File: src/rtl/wavelet_pkg.sv
// Shared types and sizing helpers for the time-multiplexed Haar wavelet bank.
// Channel k spans base<<k taps; the widest channel sets the delay-line depth.
package wavelet_pkg;

    typedef enum logic [1:0] {IDLE, ACCUM, EMIT} state_t;

    function automatic int tap_count(input int base, input int k);
        return base << k;
    endfunction

    function automatic int total_taps(input int base, input int nf);
        return base << (nf - 1);
    endfunction

    // Half the taps add, half subtract, so the magnitude grows by TOTAL_TAPS/2 plus a sign bit.
    function automatic int acc_width(input int bits, input int base, input int nf);
        return bits + $clog2(total_taps(base, nf) / 2) + 1;
    endfunction

endpackage

File: src/rtl/wavelet_tap_line.sv
// Sample delay line: tap[0] newest, tap[DEPTH-1] oldest, shifts only when en is high.
// A single indexed read port feeds the shared accumulator.
module wavelet_tap_line #(
    parameter int WIDTH = 8,
    parameter int DEPTH = 32,
    localparam int IDX_W = $clog2(DEPTH)
) (
    input  logic             clk,
    input  logic             rst,
    input  logic             en,
    input  logic [WIDTH-1:0] din,
    input  logic [IDX_W-1:0] idx,
    output logic [WIDTH-1:0] dout
);

    logic [DEPTH-1:0][WIDTH-1:0] taps;

    always_ff @(posedge clk) begin
        if (rst)
            taps <= '0;
        else if (en)
            taps <= {taps[DEPTH-2:0], din};
    end

    assign dout = taps[idx];

endmodule

File: src/rtl/wavelet_filter_bank.sv
// Haar-style filter bank: one accumulator walks each channel's taps per accepted
// sample and strobes out one signed coefficient per channel, with threshold LEDs.
module wavelet_filter_bank
    import wavelet_pkg::*;
#(
    parameter int BITS_PER_ELEM = 8,
    parameter int BASE_NUM_ELEM = 4,
    parameter int NUM_FILTERS   = 4,
    parameter int THRESHOLD     = 512,
    localparam int TOTAL_TAPS   = total_taps(BASE_NUM_ELEM, NUM_FILTERS),
    localparam int ACC_W        = acc_width(BITS_PER_ELEM, BASE_NUM_ELEM, NUM_FILTERS),
    localparam int CH_W         = (NUM_FILTERS > 1) ? $clog2(NUM_FILTERS) : 1
) (
    input  logic                     clk,
    input  logic                     rst,
    input  logic [BITS_PER_ELEM-1:0] i_value,
    input  logic                     i_valid,
    output logic                     o_ready,
    output logic signed [ACC_W-1:0]  o_coeff,
    output logic [CH_W-1:0]          o_chan,
    output logic                     o_valid,
    output logic                     o_drop,
    output logic [NUM_FILTERS-1:0]   o_led
);

    localparam int TAP_W = $clog2(TOTAL_TAPS);
    localparam logic [CH_W-1:0] LAST_CH = CH_W'(NUM_FILTERS - 1);
    localparam logic [31:0] THR = 32'(THRESHOLD);

    state_t                    state, state_nxt;
    logic [CH_W-1:0]           chan;
    logic [TAP_W-1:0]          tap_idx;
    logic [TAP_W:0]            len;
    logic signed [ACC_W-1:0]   acc, tap_ext;
    logic [BITS_PER_ELEM-1:0]  tap_val;
    logic [ACC_W-1:0]          mag;
    logic                      accept, last_tap, first_half, hit;

    assign o_ready    = (state == IDLE);
    assign accept     = o_ready && i_valid;
    assign len        = (TAP_W+1)'(tap_count(BASE_NUM_ELEM, int'(chan)));
    assign last_tap   = ({1'b0, tap_idx} == len - 1'b1);
    assign first_half = ({1'b0, tap_idx} < (len >> 1));
    assign tap_ext    = ACC_W'(tap_val);
    // Most-negative acc is unreachable, so plain negation is a safe magnitude.
    assign mag        = acc[ACC_W-1] ? -acc : acc;
    assign hit        = (32'(mag) >= THR);

    wavelet_tap_line #(
        .WIDTH (BITS_PER_ELEM),
        .DEPTH (TOTAL_TAPS)
    ) u_taps (
        .clk  (clk),
        .rst  (rst),
        .en   (accept),
        .din  (i_value),
        .idx  (tap_idx),
        .dout (tap_val)
    );

    always_ff @(posedge clk) begin
        if (rst)
            state <= IDLE;
        else
            state <= state_nxt;
    end

    always_comb begin
        state_nxt = state;
        case (state)
            IDLE:    if (i_valid) state_nxt = ACCUM;
            ACCUM:   if (last_tap) state_nxt = EMIT;
            EMIT:    state_nxt = (chan == LAST_CH) ? IDLE : ACCUM;
            default: state_nxt = IDLE;
        endcase
    end

    always_ff @(posedge clk) begin
        if (rst) begin
            chan    <= '0;
            tap_idx <= '0;
            acc     <= '0;
            o_valid <= 1'b0;
            o_drop  <= 1'b0;
            o_coeff <= '0;
            o_chan  <= '0;
            o_led   <= '0;
        end else begin
            o_valid <= 1'b0;
            o_drop  <= i_valid && !o_ready;
            case (state)
                IDLE: begin
                    if (i_valid) begin
                        chan    <= '0;
                        tap_idx <= '0;
                        acc     <= '0;
                    end
                end
                ACCUM: begin
                    acc     <= first_half ? acc + tap_ext : acc - tap_ext;
                    tap_idx <= tap_idx + 1'b1;
                end
                EMIT: begin
                    o_valid     <= 1'b1;
                    o_coeff     <= acc;
                    o_chan      <= chan;
                    o_led[chan] <= hit;
                    if (chan != LAST_CH) begin
                        chan    <= chan + 1'b1;
                        tap_idx <= '0;
                        acc     <= '0;
                    end
                end
                default: ;
            endcase
        end
    end

endmodule

File: config.mk
export PLATFORM = sky130hd
export DESIGN_NAME = wavelet_filter_bank
export DESIGN_NICKNAME = d
export VERILOG_FILES = /design/src/rtl/wavelet_pkg.sv /design/src/rtl/wavelet_tap_line.sv /design/src/rtl/wavelet_filter_bank.sv
export SDC_FILE = /design/constraint.sdc
export NUM_CORES = 1
export LEC_CHECK = 0
export CORE_MARGIN = 4
export CORE_UTILIZATION = 40
export CTS_BUF_LIST = sky130_fd_sc_hd__clkbuf_8
export DETAILED_ROUTE_END_ITERATION = 10
export MAX_ROUTING_LAYER = met4
export SETUP_SLACK_MARGIN = 0.5
export SKIP_CTS_REPAIR_TIMING = 1
export SLEW_MARGIN = 15
export SYNTH_ARGS = -nofsm -noshare
export SYNTH_HDL_FRONTEND = slang
export SYNTH_SLANG_ARGS = --single-unit
File: constraint.sdc
create_clock -name clk -period 12.7 [get_ports clk]
set_clock_uncertainty 0.05 [all_clocks]
set_input_delay 1.905 -clock clk [delete_from_list [all_inputs] [get_ports clk]]
set_output_delay 1.905 -clock clk [all_outputs]
set_load 0.01 [all_outputs]
### Word level (Yosys, flattened, before mapping)

Index checks and enable logic that the tools add are counted.

| word-level totals | value |
|---|---|
| flip-flop bits (word level) | 299 |
| output and inout port bits | 22 |

| cells by class | value |
|---|---|
| $add $sub $neg | 6 |
| $lt $le $gt $ge | 5 |
| equality and inequality tests | 8 |
| shift operators | 1 |
| mux-type cells | 21 |
| reduce and logical (&&, ||, !) cells | 10 |

Operators with widths:

| kind | number |
|---|---|
| $mux 13 | 4 |
| $bmux 8 s5 | 1 |
| $pmux 13 s3 | 1 |
| $pmux 5 s3 | 1 |
| $add 13x9->13 | 1 |
| $ge 13x10->1 const B | 1 |
| $neg 13->13 | 1 |
| $sub 13x9->13 | 1 |
| $mux 5 | 2 |
| $mux 2 | 4 |
| $mux 8 | 1 |
| $ne 2x2->1 const B | 4 |
| $eq 5x6->1 | 1 |
| $lt 5x6->1 const B | 1 |
| $pmux 2 s3 | 1 |
| $reduce_and 3->1 | 2 |
| $shl 3x2->6 const A | 1 |
| $sub 6x1->6 const B | 1 |
| $add 5x1->5 const B | 1 |
| $lt 5x5->1 | 1 |
| $bwmux 4 | 1 |
| $eq 2x2->1 const B | 2 |
| $pmux 2 s2 | 1 |
| $logic_and 1x1->1 | 3 |
| other kinds (11) | 13 |

### Longest topological paths before layout

| logic depth | value |
|---|---|
| depth after elaboration | 5 |
| depth in mapped cells | 22 |

### Modules after synthesis

Synthesis repeated with hierarchy kept, for this count alone.

| unflattened totals | value |
|---|---|
| cells, all modules | 1243 |
| area total of the unflattened synthesis | 13330.3 sq um |

By module, submodules not included:

| module | instances | cells an instance | area each (sq um) | sequential area each (sq um) |
|---|---|---|---|---|
| wavelet_tap_line | 1 | 932 | 10857.9 | 5124.9 |
| wavelet_filter_bank | 1 | 311 | 2472.4 | 860.8 |

### Worst setup path before layout

Ideal clock, no wire load.

| path | value |
|---|---|
| path type | reg-to-reg |
| start point | register tap_idx[1] |
| end point | register acc[12] |
| arrival time | 4.641 ns |
| slack | 7.935 ns |
| cell stages (with the launch flop) | 20 |
| buffers on the path | 4 |
| cells stage by stage | dfxtp_1 -> buf_4 -> buf_2 -> clkbuf_1 -> buf_2 -> mux4_2 -> mux4_2 -> mux2i_1 -> ha_1 -> o21a_1 -> fa_1 -> nand2b_1 -> a21oi_1 -> o211ai_1 -> a21oi_1 -> nor2_1 -> a21oi_1 -> xnor2_1 -> or3_1 -> a31oi_1 |

| between the ends | value |
|---|---|
| longest elaborated chain between the ends | 5 |
| elaborated cells between the ends (all ways) | 7 |
| those cells by class | 2 x add/sub; 1 x order compare; 4 x mux |

RTL lines:

| element | line | text |
|---|---|---|
| from (decl) | wavelet_filter_bank.sv:32 | `logic [TAP_W-1:0] tap_idx;` |
| from (signal assigned) | wavelet_filter_bank.sv:101 | `tap_idx <= tap_idx + 1'b1;` |
| $bmux 8 s5 | wavelet_tap_line.sv:25 | `assign dout = taps[idx];` |
| $mux 8 (implied by the code) | wavelet_tap_line.sv:25 |  |
| $sub 13x9->13 or $add 13x9->13 (tied branches) | wavelet_filter_bank.sv:100 | `acc <= first_half ? acc + tap_ext : acc - tap_ext;` |
| $mux 13 (*) | wavelet_filter_bank.sv:100 |  |
| $pmux 13 s3 (*) | wavelet_filter_bank.sv:91 | `case (state)` |
| to (signal assigned) | wavelet_filter_bank.sv:100 |  |
| to (decl) | wavelet_filter_bank.sv:34 | `logic signed [ACC_W-1:0] acc, tap_ext;` |

Every way passes the cells marked *; elsewhere a longest branch is shown, timed or not. The select of a mux whose other input is x is not followed.
A chain may end at the register's enable or synchronous reset.

### Worst setup path after layout

| path | value |
|---|---|
| start point | register tap_idx[0] |
| end point | register acc[11] |

The elaborated chain is that of the path after synthesis.

==> impl_metrics.yaml <==
synthesis:
  yosysTopAreaCellShare: 0.452
  synth_nets: 1621
  synth_warnings: 0
  synthCells: 1586
  async_flop_share: 0
  netlist_area_sq_um: 13200
  yosysUniqueCellTypes: 55
  synth_edf_count: 0
  synth_most_common_cell: "nand2_1"
  netlist_top_cells_count: "568 x nand2_1, 299 x dfxtp_1, 290 x a21oi_1"
  ys_seq_area_frac: 0.452
  syn_avg_cell_area_sq_um: 8.35
  synth-seq-cells: 299
  synth_top_area_cell: "dfxtp_1"
  ys.flop_type: "dfxtp_1"
  synthTopCellsByArea: "dfxtp_1 45%, nand2_1 16%, a21oi_1 11%"
power:
  sw_frac_of_total: 0.266
  clkPwrFrac: 0.410
  vdd_drop_max_v: 0.0000682
  internal_power_mw: 1.46
  pwr-share-seq: 0.485
  p_sw_uw: 528
  cellPowerDensity_nw_per_um2: 135
  p_leak_nw: 4.80
  combPwrFrac: 0.104
global_route:
  grt_pass1_vias: 9868
  antenna_found_initial: 0
  gr-usage-all-layers: 0.162
  gr-total-overflow: 0
  grt_max_degree: 235
  grt_pass1_wl_mm: 48.8
route:
  vias: 10489
  wl_per_cell_um: 14.1
  wirelength_mm: 28.9
  drt_iter0_drc: 799
  drt_pass1_iterations: 4
  drt_drc_violations_left: 0
  ant_nets: 0
  viasPerCell: 5.14
die:
  rows: 66
  start_util: 0.406
  coreArea_sq_um: 32600
  io_pins: 33
  die-area_sq_um: 36100
  dieHeight_um: 190
  fp.dieW_um: 190
cells_and_area:
  seqCellArea_sq_um: 5990
  insertedDiodeCount: 0
  area_delta_synth_final_pct: 11.0
  multiInputGateArea_sq_um: 6720
  drive_above_1_share: 0.0931
  final_nets: 1599
  stdcell_count: 2042
  fill_cells: 3216
worst_setup_path:
  critPathLaunchType: "register"
  path_class: "register to register"
  rr_worst_depth: 17
  required_ns: 13.10
  cp_max_fo: 38
  arrival_ns: 5.88
  end_kind: "register"
outcome:
  status: "complete, no violations"
sta:
  slew_viol_final: 0
  slew_headroom: 0.182
  min_period_ns: 5.48
  fin_crit_sh: 0.431
  hold_slack_ns: 0.399
  rsz0062_at_grt: "no"
  finalSetupTns_ns: 0
  fmax_mhz: 182
  tightest_slew_ns: 1.23
  setup_viol: 0
  hold_viol: 0
clock_network:
  clock-root-buffer: "clkbuf_8"
  clkSinkCount: 299
  htreeDepth: 2
  clk_path_buf_depth: 3
  cts_buffers: 51
  cts_tree: "done"
  clk_latency_ns: 0.57
  clkTransAtPathRegs_ns: 0.06
worst_hold_path:
  hold_depth: 2
  hold_path_class: "register to register"
place:
  port_buffers: 32
  placed_cells: 1953
  place.gp.congestion: 0.820
  place_hpwl_mm: 16.8
run:
  cap_violations: 0
## final cells by class
class | count | area share
clock buffers | 58 | 0.0543
well taps | 442 | 0.0376
repair buffers | 43 | 0.0286
clock inverters | 31 | 0.0116
multi-input cells | 1155 | 0.457
flip-flops and latches | 299 | 0.407
inverters | 14 | 0.00357
## metrics by stage
stage	power, mW	util	setup WS [ns]	area (sq um)
floorplan	1.15	-	7.93	13200
CTS	2.02	0.451	7.15	14700
detailed placement	1.19	0.421	7.18	13700
global placement	1.19	0.421	7.22	13700
global route	2.08	0.451	6.67	14700
finish	1.99	0.451	7.22	14700
## power by group through the flow
stage / logic, mW / registers (mW) / clock network [mW]
floorplan: 0.176 / 0.975 / 0
global placement: 0.206 / 0.985 / 0
detailed placement: 0.208 / 0.985 / 0
CTS: 0.209 / 0.965 / 0.842
global route: 0.233 / 0.966 / 0.884
finish: 0.207 / 0.965 / 0.815
## cell usage in the layout, fill, tap and decap left out, types with 4 or more instances in the layout
cell / Yosys / layout
clkinv_2: 0 / 5
o21ai_1: 4 / 4
xor2_1: 5 / 5
a22oi_1: 9 / 9
nand2_1: 568 / 567
dfxtp_1: 299 / 297
a22o_1: 5 / 5
buf_4: 2 / 10
mux2i_1: 22 / 22
o221ai_1: 6 / 6
o21ai_0: 9 / 9
clkdlybuf4s50_1: 0 / 31
nor2b_1: 7 / 7
clkbuf_8: 0 / 58
inv_1: 13 / 35
a211o_1: 4 / 4
a21oi_1: 290 / 290
nand2b_1: 5 / 5
xnor2_1: 12 / 12
ha_1: 23 / 23
mux4_2: 60 / 60
nor2_1: 50 / 50
nand3_1: 10 / 10
nor3_1: 15 / 15
## per-layer routing
metal / vias up / global-route usage / wire length, um / part of all wire
li1: 5344 / - / - / -
met1: 4959 / 0.216 / 13800 / 0.48
met2: 154 / 0.261 / 13600 / 0.47
met3: 32 / 0.0275 / 1070 / 0.037
met4: 0 / 0.0351 / 398 / 0.014
met5: - / - / 0 / 0
## kinds of logic after synthesis
family,synth area share
flip-flops,0.452
buffers and inverters,0.0415
AND/OR/NAND/NOR,0.202
adder cells (fa/ha/maj),0.0232
multiplexers,0.123
XOR/XNOR,0.0112
AO/OA/AOI/OAI,0.147
## worst max-delay path: stages, from the launching register on
cell	delay (ns)
dfxtp_4	0.80
buf_4	0.66
mux4_2	0.57
mux4_2	0.46
mux2i_1	0.25
ha_1	0.28
o21a_1	0.21
inv_1	0.07
ha_1	0.21
nor2b_1	0.13
o21ai_0	0.21
a21boi_0	0.15
o21ai_0	0.31
a211oi_1	0.18
o31a_1	0.30
o21ai_0	0.20
a2111oi_0	0.12
nand3b_1	0.19
## state kept, by name (all words and copies together) (netlist names)
register	cells
o_chan	2
tap_idx	5
o_led	4
chan	2
o_drop	1
u_taps.taps	256
acc	13
state	2
o_coeff	13
o_valid	1
## final timing paths
check	start	endpoint	slack, ns
min	u_taps.taps[179]	u_taps.taps[187]	0.40
max	tap_idx[0]	acc[11]	7.22
min reg2reg	u_taps.taps[179]	u_taps.taps[187]	0.40
max reg2reg	tap_idx[0]	acc[11]	7.22
No activity file was read; power rests on OpenSTA's default activity.
